===== config.mk =====
export PLATFORM = sky130hd
export DESIGN_NAME = ws2812_chain
export DESIGN_NICKNAME = d
export VERILOG_FILES = /design/src/rtl/ws2812_chain.sv
export SDC_FILE = /design/constraint.sdc
export NUM_CORES = 1
export LEC_CHECK = 0
export ABC_AREA = 0
export CORE_ASPECT_RATIO = 1.4
export CORE_MARGIN = 4
export CORE_UTILIZATION = 45
export DETAILED_ROUTE_END_ITERATION = 16
export GPL_TIMING_DRIVEN = 0
export SYNTH_ARGS = -nofsm -noshare
export SYNTH_HDL_FRONTEND = slang
export SYNTH_SLANG_ARGS = --single-unit

===== constraint.sdc =====
create_clock -name clk_i -period 6 [get_ports clk_i]
set_clock_uncertainty 0.05 [all_clocks]
set_input_delay 1.2 -clock clk_i [delete_from_list [all_inputs] [get_ports clk_i]]
set_output_delay 1.2 -clock clk_i [all_outputs]
set_load 0.02 [all_outputs]

===== src/rtl/ws2812_chain.sv =====
// WS2812 chain driver: indexed pixel buffer, frame streamer with latch time, on-board LED register.
// Optional: define WS2812_AUTOSTART_EN to start a frame when the last pixel is committed.
module ws2812_chain #(
   parameter int unsigned NUM_LEDS = 8,
   parameter int unsigned CLK_FRE  = 25_175_000,
   parameter int unsigned T0H      = (CLK_FRE / 1_000_000) * 40 / 100,
   parameter int unsigned T1H      = (CLK_FRE / 1_000_000) * 85 / 100,
   parameter int unsigned T0L      = T1H,
   parameter int unsigned T1L      = T0H,
   parameter int unsigned TRST     = (CLK_FRE / 1_000_000) * 80
) (
   input  logic       clk_i,
   input  logic       rst_i,
   input  logic       R_W_n,
   input  logic [2:0] reg_addr_i,
   input  logic [7:0] data_i,
   input  logic       led_cs,
   output logic [7:0] data_o,
   output logic [7:0] leds,
   output logic       ws2812
);

   localparam int unsigned IW   = (NUM_LEDS > 2) ? $clog2(NUM_LEDS) : 1;
   localparam logic [IW-1:0] LAST = IW'(NUM_LEDS - 1);

   typedef enum logic [2:0] {S_IDLE, S_LOAD, S_HIGH, S_LOW, S_LATCH} state_t;

   state_t        r_state, w_next;
   logic [23:0]   r_buf [NUM_LEDS];
   logic [IW-1:0] r_index, r_pix;
   logic [7:0]    r_r, r_g, r_b, r_leds;
   logic          r_pending, r_busy, r_ws;
   logic [23:0]   r_shift;
   logic [4:0]    r_bit;
   logic [31:0]   r_cnt;

   logic          w_wr, w_commit, w_in_range, w_req;
   logic [31:0]   w_len;
   logic          w_cnt_end, w_start, w_load, w_next_bit, w_next_pix, w_done, w_high;

   assign w_wr       = led_cs & ~R_W_n;
   assign w_commit   = w_wr && (reg_addr_i == 3'd3);
   assign w_in_range = 32'(r_index) < NUM_LEDS;
`ifdef WS2812_AUTOSTART_EN
   assign w_req = (w_wr && (reg_addr_i == 3'd4) && data_i[0]) || (w_commit && (r_index == LAST));
`else
   assign w_req = w_wr && (reg_addr_i == 3'd4) && data_i[0];
`endif

   always_ff @(posedge clk_i or posedge rst_i) begin
      if (rst_i) begin
         r_index <= '0;
         r_r     <= '0;
         r_g     <= '0;
         r_b     <= '0;
         r_leds  <= '0;
      end else if (w_wr) begin
         case (reg_addr_i)
            3'd0: r_index <= data_i[IW-1:0];
            3'd1: r_r     <= data_i;
            3'd2: r_g     <= data_i;
            3'd3: begin
               r_b     <= data_i;
               r_index <= (r_index == LAST) ? '0 : r_index + IW'(1);
            end
            3'd5: r_leds  <= data_i;
            default: ;
         endcase
      end
   end

   // Buffer has no reset; a same-edge LOAD of this entry still sees the old value.
   always_ff @(posedge clk_i) begin
      if (w_commit && w_in_range) r_buf[r_index] <= {r_g, r_r, data_i};
   end

   always_ff @(posedge clk_i or posedge rst_i) begin
      if (rst_i) r_state <= S_IDLE;
      else       r_state <= w_next;
   end

   always_comb begin
      w_next = r_state;
      case (r_state)
         S_IDLE:  if (r_pending) w_next = S_LOAD;
         S_LOAD:  w_next = S_HIGH;
         S_HIGH:  if (w_cnt_end) w_next = S_LOW;
         S_LOW:   if (w_cnt_end) w_next = (r_bit != 5'd0) ? S_HIGH :
                                          (r_pix != LAST) ? S_LOAD : S_LATCH;
         S_LATCH: if (w_cnt_end) w_next = S_IDLE;
         default: w_next = S_IDLE;
      endcase
   end

   always_comb begin
      w_len = '0;
      case (r_state)
         S_HIGH:  w_len = r_shift[23] ? T1H : T0H;
         S_LOW:   w_len = r_shift[23] ? T1L : T0L;
         S_LATCH: w_len = TRST;
         default: ;
      endcase
      w_cnt_end  = (w_len != '0) && (r_cnt == w_len - 32'd1);
      w_start    = (r_state == S_IDLE) && r_pending;
      w_load     = (r_state == S_LOAD);
      w_high     = (r_state == S_HIGH);
      w_next_bit = (r_state == S_LOW) && w_cnt_end && (r_bit != 5'd0);
      w_next_pix = (r_state == S_LOW) && w_cnt_end && (r_bit == 5'd0) && (r_pix != LAST);
      w_done     = (r_state == S_LATCH) && w_cnt_end;
   end

   always_ff @(posedge clk_i or posedge rst_i) begin
      if (rst_i) begin
         r_pending <= 1'b0;
         r_busy    <= 1'b0;
         r_pix     <= '0;
         r_shift   <= '0;
         r_bit     <= '0;
         r_cnt     <= '0;
         r_ws      <= 1'b0;
      end else begin
         r_ws      <= w_high;
         // A new request on the same edge IDLE consumes the old one must survive.
         r_pending <= w_req | (r_pending & ~w_start);
         if (w_start) begin
            r_busy <= 1'b1;
            r_pix  <= '0;
         end else if (w_done) begin
            r_busy <= 1'b0;
         end
         if (w_next_pix) r_pix <= r_pix + IW'(1);
         if (w_load) begin
            r_shift <= r_buf[r_pix];
            r_bit   <= 5'd23;
         end else if (w_next_bit) begin
            r_shift <= {r_shift[22:0], 1'b0};
            r_bit   <= r_bit - 5'd1;
         end
         r_cnt <= (w_cnt_end || (r_state == S_IDLE) || (r_state == S_LOAD)) ? '0 : r_cnt + 32'd1;
      end
   end

   always_comb begin
      data_o = '0;
      case (reg_addr_i)
         3'd0: data_o = 8'(r_index);
         3'd1: data_o = r_r;
         3'd2: data_o = r_g;
         3'd3: data_o = r_b;
         3'd4: data_o = {6'b0, r_pending, r_busy};
         3'd5: data_o = r_leds;
         default: ;
      endcase
   end

   assign leds   = r_leds;
   assign ws2812 = r_ws;

endmodule


==> results of run 1 <==
-- power groups by stage --
| stage | clock, mW | sequential, mW | combinational, mW |
|---|---|---|---|
| detailed placement | 0 | 2.58 | 0.753 |
| global route | 2.07 | 2.56 | 0.829 |
| global placement | 0 | 2.58 | 0.732 |
| floorplan | 0 | 2.53 | 0.517 |
| finish | 1.95 | 2.54 | 0.748 |
| CTS | 1.99 | 2.54 | 0.757 |
-- tightest hold or removal path: stages (launching register included) --
cell	delay [ns]
dfrtp_1	0.34
nand2_1	0.05
nand2_1	0.05
-- cell families after synthesis --
group	after synthesis	share of synthesized area
simple gates	241	0.0948
compound gates	107	0.0522
buf+inv	66	0.0201
mux	114	0.139
fa+ha+maj	15	0.0145
xor+xnor	43	0.0292
flops	297	0.650
-- through the flow --
step                cell area, µm²  hold WS (ns)  setup slack (ns)   util
finish                       15000         0.429              1.43  0.529
global route                 15000         0.440              1.30  0.529
floorplan                    12900         0.390              1.49      -
detailed placement           13900         0.414              1.48  0.492
CTS                          15000         0.431              1.46  0.529
global placement             13700         0.409             -1.46  0.483
-- placed cells by master, fill, tap and decap left out, types with 4 or more instances in the layout --
cell type          n
a22oi_1           26
a31oi_1           25
and3_1            29
and4_1             5
buf_1              4
buf_2              9
buf_4              4
buf_6             11
bufinv_16          5
clkbuf_1          39
clkbuf_16         29
clkdlybuf4s50_1   30
clkinv_2           6
clkinvlp_4         5
dfrtp_1          105
edfxtp_1         192
ha_1              15
inv_1             13
mux2_2            25
mux2i_1           39
mux4_2            49
nand2_1           62
nand2b_1           9
nand3_1           27
nand4_1           12
nor2_1            49
nor2b_1            9
nor3_1            12
nor3_2             4
o21ai_0           19
o21ai_1           18
o22ai_1            5
or3_1              5
or4_1              5
xnor2_1           15
xor2_1            28
-- sequential cells by signal, summed over array words and instances (netlist names) --
| signal | count |
|---|---|
| r_bit | 5 |
| r_cnt | 32 |
| r_r | 8 |
| r_b | 8 |
| r_state | 3 |
| ws2812 | 1 |
| r_shift | 24 |
| r_buf | 192 |
| r_index | 3 |
| r_busy | 1 |
| r_g | 8 |
| r_pix | 3 |
| leds | 8 |
| r_pending | 1 |
-- worst min path at each step --
stage / to / slack (ns)
final: r_b[4]$_DFFE_PP0P_ / 0.43
after global routing: r_b[4]$_DFFE_PP0P_ / 0.44
after CTS: r_bit[4]$_DFFE_PP0P_ / 0.43
after detailed placement: r_bit[4]$_DFFE_PP0P_ / 0.41
after global placement: r_bit[4]$_DFFE_PP0P_ / 0.41
after floorplan: r_b[0]$_DFFE_PP0P_ / 0.39
-- layout make-up --
type                            count  area [µm²]
Buffer                             51         203
Tap cell                          375         469
Sequential cell                   297        8390
Timing Repair Buffer               47         502
Clock buffer                       33         771
Clock inverter                     21         259
Fill cell                        2379       13400
Multi-Input combinational cell    520        4310
Inverter                           15        58.8
-- layer usage --
metal	vias up	wire length [µm]	global-route usage
met5	-	0	0
met2	150	15700	0.346
met1	3900	11800	0.242
li1	3542	-	-
met3	42	1030	0.0261
met4	0	572	0.0472
==> flow_summary.json, run 1 <==
{
  "async_flop_share": 0.354,
  "post_drt_via_cell_ratio": 5.62,
  "cts_post_setup_buffers_inserted": 0,
  "dieArea_um2": 31500,
  "p_sw_mw": 1.40,
  "p_sw_frac": 0.267,
  "fin_cells": 1359,
  "synth_warnings": 0,
  "synth.distinct_cells": 49,
  "fin_crit_ns": 4.57,
  "grt_pass1_vias": 8013,
  "drtIter0Drc": 538,
  "slew_headroom": 0.265,
  "cp-endpoint": "data_o[7]",
  "gp_congestion": 0.899,
  "rows": 73,
  "drc": 0,
  "ant_nets": 0,
  "antenna_found_initial": 0,
  "worstSetupPathType": "in -> out",
  "finalCritPeriodShare": 0.762,
  "core_um2": 28300,
  "yosysMostFrequentCell": "edfxtp_1",
  "synth_edf_count": 192,
  "nets": 991,
  "pwr_density_cell_nw_per_um2": 350,
  "grt_max_degree": 61,
  "grt_usage": 0.192,
  "min_path_cells": 2,
  "power_frac_seq": 0.485,
  "drive_gt1_frac": 0.170,
  "peakVddDrop_uv": 248,
  "arrival_ns": 3.32,
  "overflow": 0,
  "syn_area_per_cell_um2": 14.6,
  "postSynthCellCount": 883,
  "start_util": 0.456,
  "fmax_ghz": 0.219,
  "synth_nets": 913,
  "hold_class": "reg -> reg",
  "cp_num_cells": 6,
  "synth-seq-cells": 297,
  "vias": 7634,
  "rr_worst_depth": 14,
  "synth_top_area_share": 0.447,
  "start_kind": "input pin",
  "clk_path_buf_depth": 3,
  "power_leakage_nw": 5.49,
  "avgRoutedWirePerCell_um": 21.5,
  "cts_tree": "built",
  "firstDrtPassIters": 5,
  "power_mw": 5.23,
  "min_from": "r_b[4]$_DFFE_PP0P_",
  "die_h_um": 208,
  "routed_wl_um": 29200,
  "ys.flop_type": "edfxtp_1",
  "tns_ns": 0,
  "p_int_mw": 3.83,
  "maxCapViolCount": 0,
  "cts.sinks": 297,
  "r2r_start": "r_state[0]$_DFFE_PP0P_",
  "worstPathMaxFanout": 10,
  "ios": 32,
  "setup_viol": 0,
  "hpwl_um": 20200,
  "cpPeakStageDelay_ns": 0.64,
  "placedCellCount": 1305,
  "required_ns": 4.75,
  "portBuffers": 30,
  "root_buffer": "clkbuf_16",
  "syn_area_um2": 12900,
  "p_comb_frac": 0.143,
  "crit_start": "reg_addr_i[1]",
  "worstPathCellList": "clkdlybuf4s50_1 -> clkbuf_1 -> nor2b_1 -> a22oi_1 -> o21ai_0 -> clkdlybuf4s50_1",
  "die_w_um": 151,
  "clk_latency_ns": 0.56,
  "cts_buffers": 29,
  "clock_power_share": 0.372,
  "r2r_setup_slack_ns": 1.63,
  "maxSlewViolCount": 0,
  "crit_path_end_kind": "output pin",
  "synthToLayoutAreaGrowth_pct": 15.9,
  "h-tree-depth": 1,
  "cts.reportedPaths.clkPinSlew_ns": 0.06,
  "cpMaxStageDelayCell": "clkdlybuf4s50_1",
  "rsz0062_at_grt": "no",
  "netlist_top_cells_area": "edfxtp_1 (45%), dfrtp_1 (20%), mux4_2 (8.5%), mux2i_1 (3.0%), mux2_2 (2.2%)",
  "crit_family": "buffers and inverters",
  "synth_area_leader_cell": "edfxtp_1",
  "status": "finished, final reports clean",
  "cts_resized": 0,
  "synth_top_cells_by_count": "edfxtp_1 (192), dfrtp_1 (105), nand2_1 (62)",
  "r2r_end": "r_shift[11]$_DFFE_PP0P_",
  "critPathBufInv": 3,
  "insertedDiodeCount": 0,
  "grt_pass1_wl_um": 46500,
  "tightest_slew_ns": 1.10,
  "path_common_cell": "clkdlybuf4s50_1",
  "hold_viol": 0,
  "ctsHoldBuffers": 0,
  "yosysSeqAreaShare": 0.650
}
No activity file was read; power rests on OpenSTA's default activity.
==> run 2: changes to the inputs <==
clock period = 3.8 ns   (was 6 ns; I/O delays follow)
==> flow_summary.json, run 2 (synthesis gave the netlist of run 1 again) <==
{
  "min_path_cells": 2,
  "start_kind": "input pin",
  "clk_path_buf_depth": 3,
  "power_leakage_nw": 5.56,
  "layout_commonest_cell": "edfxtp_1",
  "post_drt_via_cell_ratio": 5.66,
  "dieArea_um2": 31500,
  "required_ns": 2.99,
  "synthToLayoutAreaGrowth_pct": 17.3,
  "final_cell_mix": "edfxtp_1 (192), dfrtp_1 (104), nand2_1 (61)",
  "maxCapViolCount": 0,
  "hold_class": "reg -> reg",
  "antenna_found_initial": 0,
  "tightest_slew_ns": 1.07,
  "finish.utilization": 0.535,
  "pwr_density_cell_nw_per_um2": 545,
  "rows": 73,
  "grt_usage": 0.192,
  "min_from": "r_b[2]$_DFFE_PP0P_",
  "multi_input_area_um2": 4440,
  "gp_congestion": 0.890,
  "grt_pass1_vias": 8112,
  "clk_latency_ns": 0.57,
  "setup_viol": 0,
  "tns_ns": 0,
  "routed_wl_um": 29400,
  "cpMaxStageDelayCell": "clkdlybuf4s50_1",
  "nets": 996,
  "r2r_end": "r_bit[2]$_DFFE_PP0P_",
  "fin_cells": 1365,
  "die_w_um": 151,
  "drc": 0,
  "fillers": 2371,
  "overflow": 0,
  "arrival_ns": 2.88,
  "finalCritPeriodShare": 0.970,
  "worstPathCellList": "clkdlybuf4s50_1 -> buf_1 -> mux2i_1 -> o22ai_1 -> clkdlybuf4s50_1",
  "grt_max_degree": 87,
  "die_h_um": 208,
  "fin_crit_ns": 3.69,
  "r2r_setup_slack_ns": 0.13,
  "ios": 32,
  "final.setup.worst_slack_ns": 0.114,
  "path_common_cell": "clkdlybuf4s50_1",
  "min_to": "r_b[2]$_DFFE_PP0P_",
  "seq_area_um2": 8390,
  "cts_buffers": 30,
  "drtIter0Drc": 574,
  "cts_tree": "built",
  "r2r_start": "r_state[0]$_DFFE_PP0P_",
  "avgRoutedWirePerCell_um": 21.5,
  "worst_hold_slack_ns": 0.432,
  "hpwl_um": 19900,
  "status": "finished, final reports clean",
  "root_buffer": "clkbuf_16",
  "fmax_ghz": 0.271,
  "ant_nets": 0,
  "cts.sinks": 297,
  "grt_pass1_wl_um": 46700,
  "vias": 7727,
  "cts.reportedPaths.clkPinSlew_ns": 0.06,
  "cpPeakStageDelay_ns": 0.57,
  "hold_viol": 0,
  "rr_worst_depth": 14,
  "largest_reg_flops": 192,
  "stdcell_area_um2": 15100,
  "placed_cell_area_um2": 14000,
  "ctsHoldBuffers": 0,
  "start_util": 0.456,
  "crit_path_end_kind": "output pin",
  "peakVddDrop_uv": 410,
  "insertedDiodeCount": 0,
  "firstDrtPassIters": 5,
  "h-tree-depth": 1,
  "power_mw": 8.26,
  "worstPathMaxFanout": 10,
  "slew_headroom": 0.290,
  "maxSlewViolCount": 0,
  "max_flop_register": "r_buf",
  "reg.largest.list": "r_buf (192), r_cnt (32), r_shift (24)",
  "portBuffers": 30,
  "drive_gt1_frac": 0.192,
  "placedCellCount": 1301,
  "core_um2": 28300,
  "dp_slack_ns": -0.601,
  "worstSetupPathType": "in -> out"
}
-- run 2: cell count changes in the layout (fill, tap and decap cells not counted), sizes merged --
cell      change
buf           +4
bufinv        -2
clkinv        +8
clkinvlp      -3
inv           -1
-- run 2: cell type report --
type / count / share of cell area
sequential: 297 / 0.554
multi-input combinational: 520 / 0.293
clock buffer: 33 / 0.0510
timing repair buffer: 51 / 0.0370
tap: 375 / 0.0310
buffer: 51 / 0.0157
clock inverter: 23 / 0.0140
inverter: 15 / 0.00421
-- run 2: worst max-delay path: cells and delay by family --
family / cells / cell delay, ns
AO/OA/AOI/OAI: 1 / 0.16
multiplexers: 1 / 0.40
buffers and inverters: 3 / 1.56
-- run 2: timing repair --
item,4_1_cts,5_1_grt
pin swaps,2,6
setup buffers,1,7
gates resized for setup,20,24
endpoints found under the setup margin,68,67
-- run 2: layer usage --
layer | global-route usage | vias to the layer above | share of wire | wire length, µm
met5 | 0 | - | 0 | 0
met4 | 0.0560 | 0 | 0.026 | 767
met3 | 0.0292 | 44 | 0.038 | 1130
met2 | 0.342 | 170 | 0.53 | 15700
met1 | 0.242 | 3962 | 0.40 | 11800
li1 | - | 3551 | - | -
-- run 2: worst max-delay path by stage --
| stage | startpoint | to |
|---|---|---|
| 6_report | reg_addr_i[2] | data_o[5] |
| 5_1_grt | r_state[0]$_DFFE_PP0P_ | r_bit[2]$_DFFE_PP0P_ |
| 4_1_cts | r_state[1]$_DFFE_PP0P_ | r_bit[2]$_DFFE_PP0P_ |
| 3_5_place_dp | r_state[0]$_DFFE_PP0P_ | r_cnt[25]$_DFF_PP0_ |
| 3_3_place_gp | led_cs | r_buf[6][6]$_DFFE_PP_ |
| 2_1_floorplan | reg_addr_i[0] | r_buf[4][0]$_DFFE_PP_ |
-- run 2: power by group --
part | internal [mW] | total [mW] | switching (mW) | leakage [nW]
registers | 3.74 | 4.02 | 0.276 | 3.07
logic | 0.582 | 1.31 | 0.723 | 2.00
clock network | 1.68 | 2.93 | 1.26 | 0.485
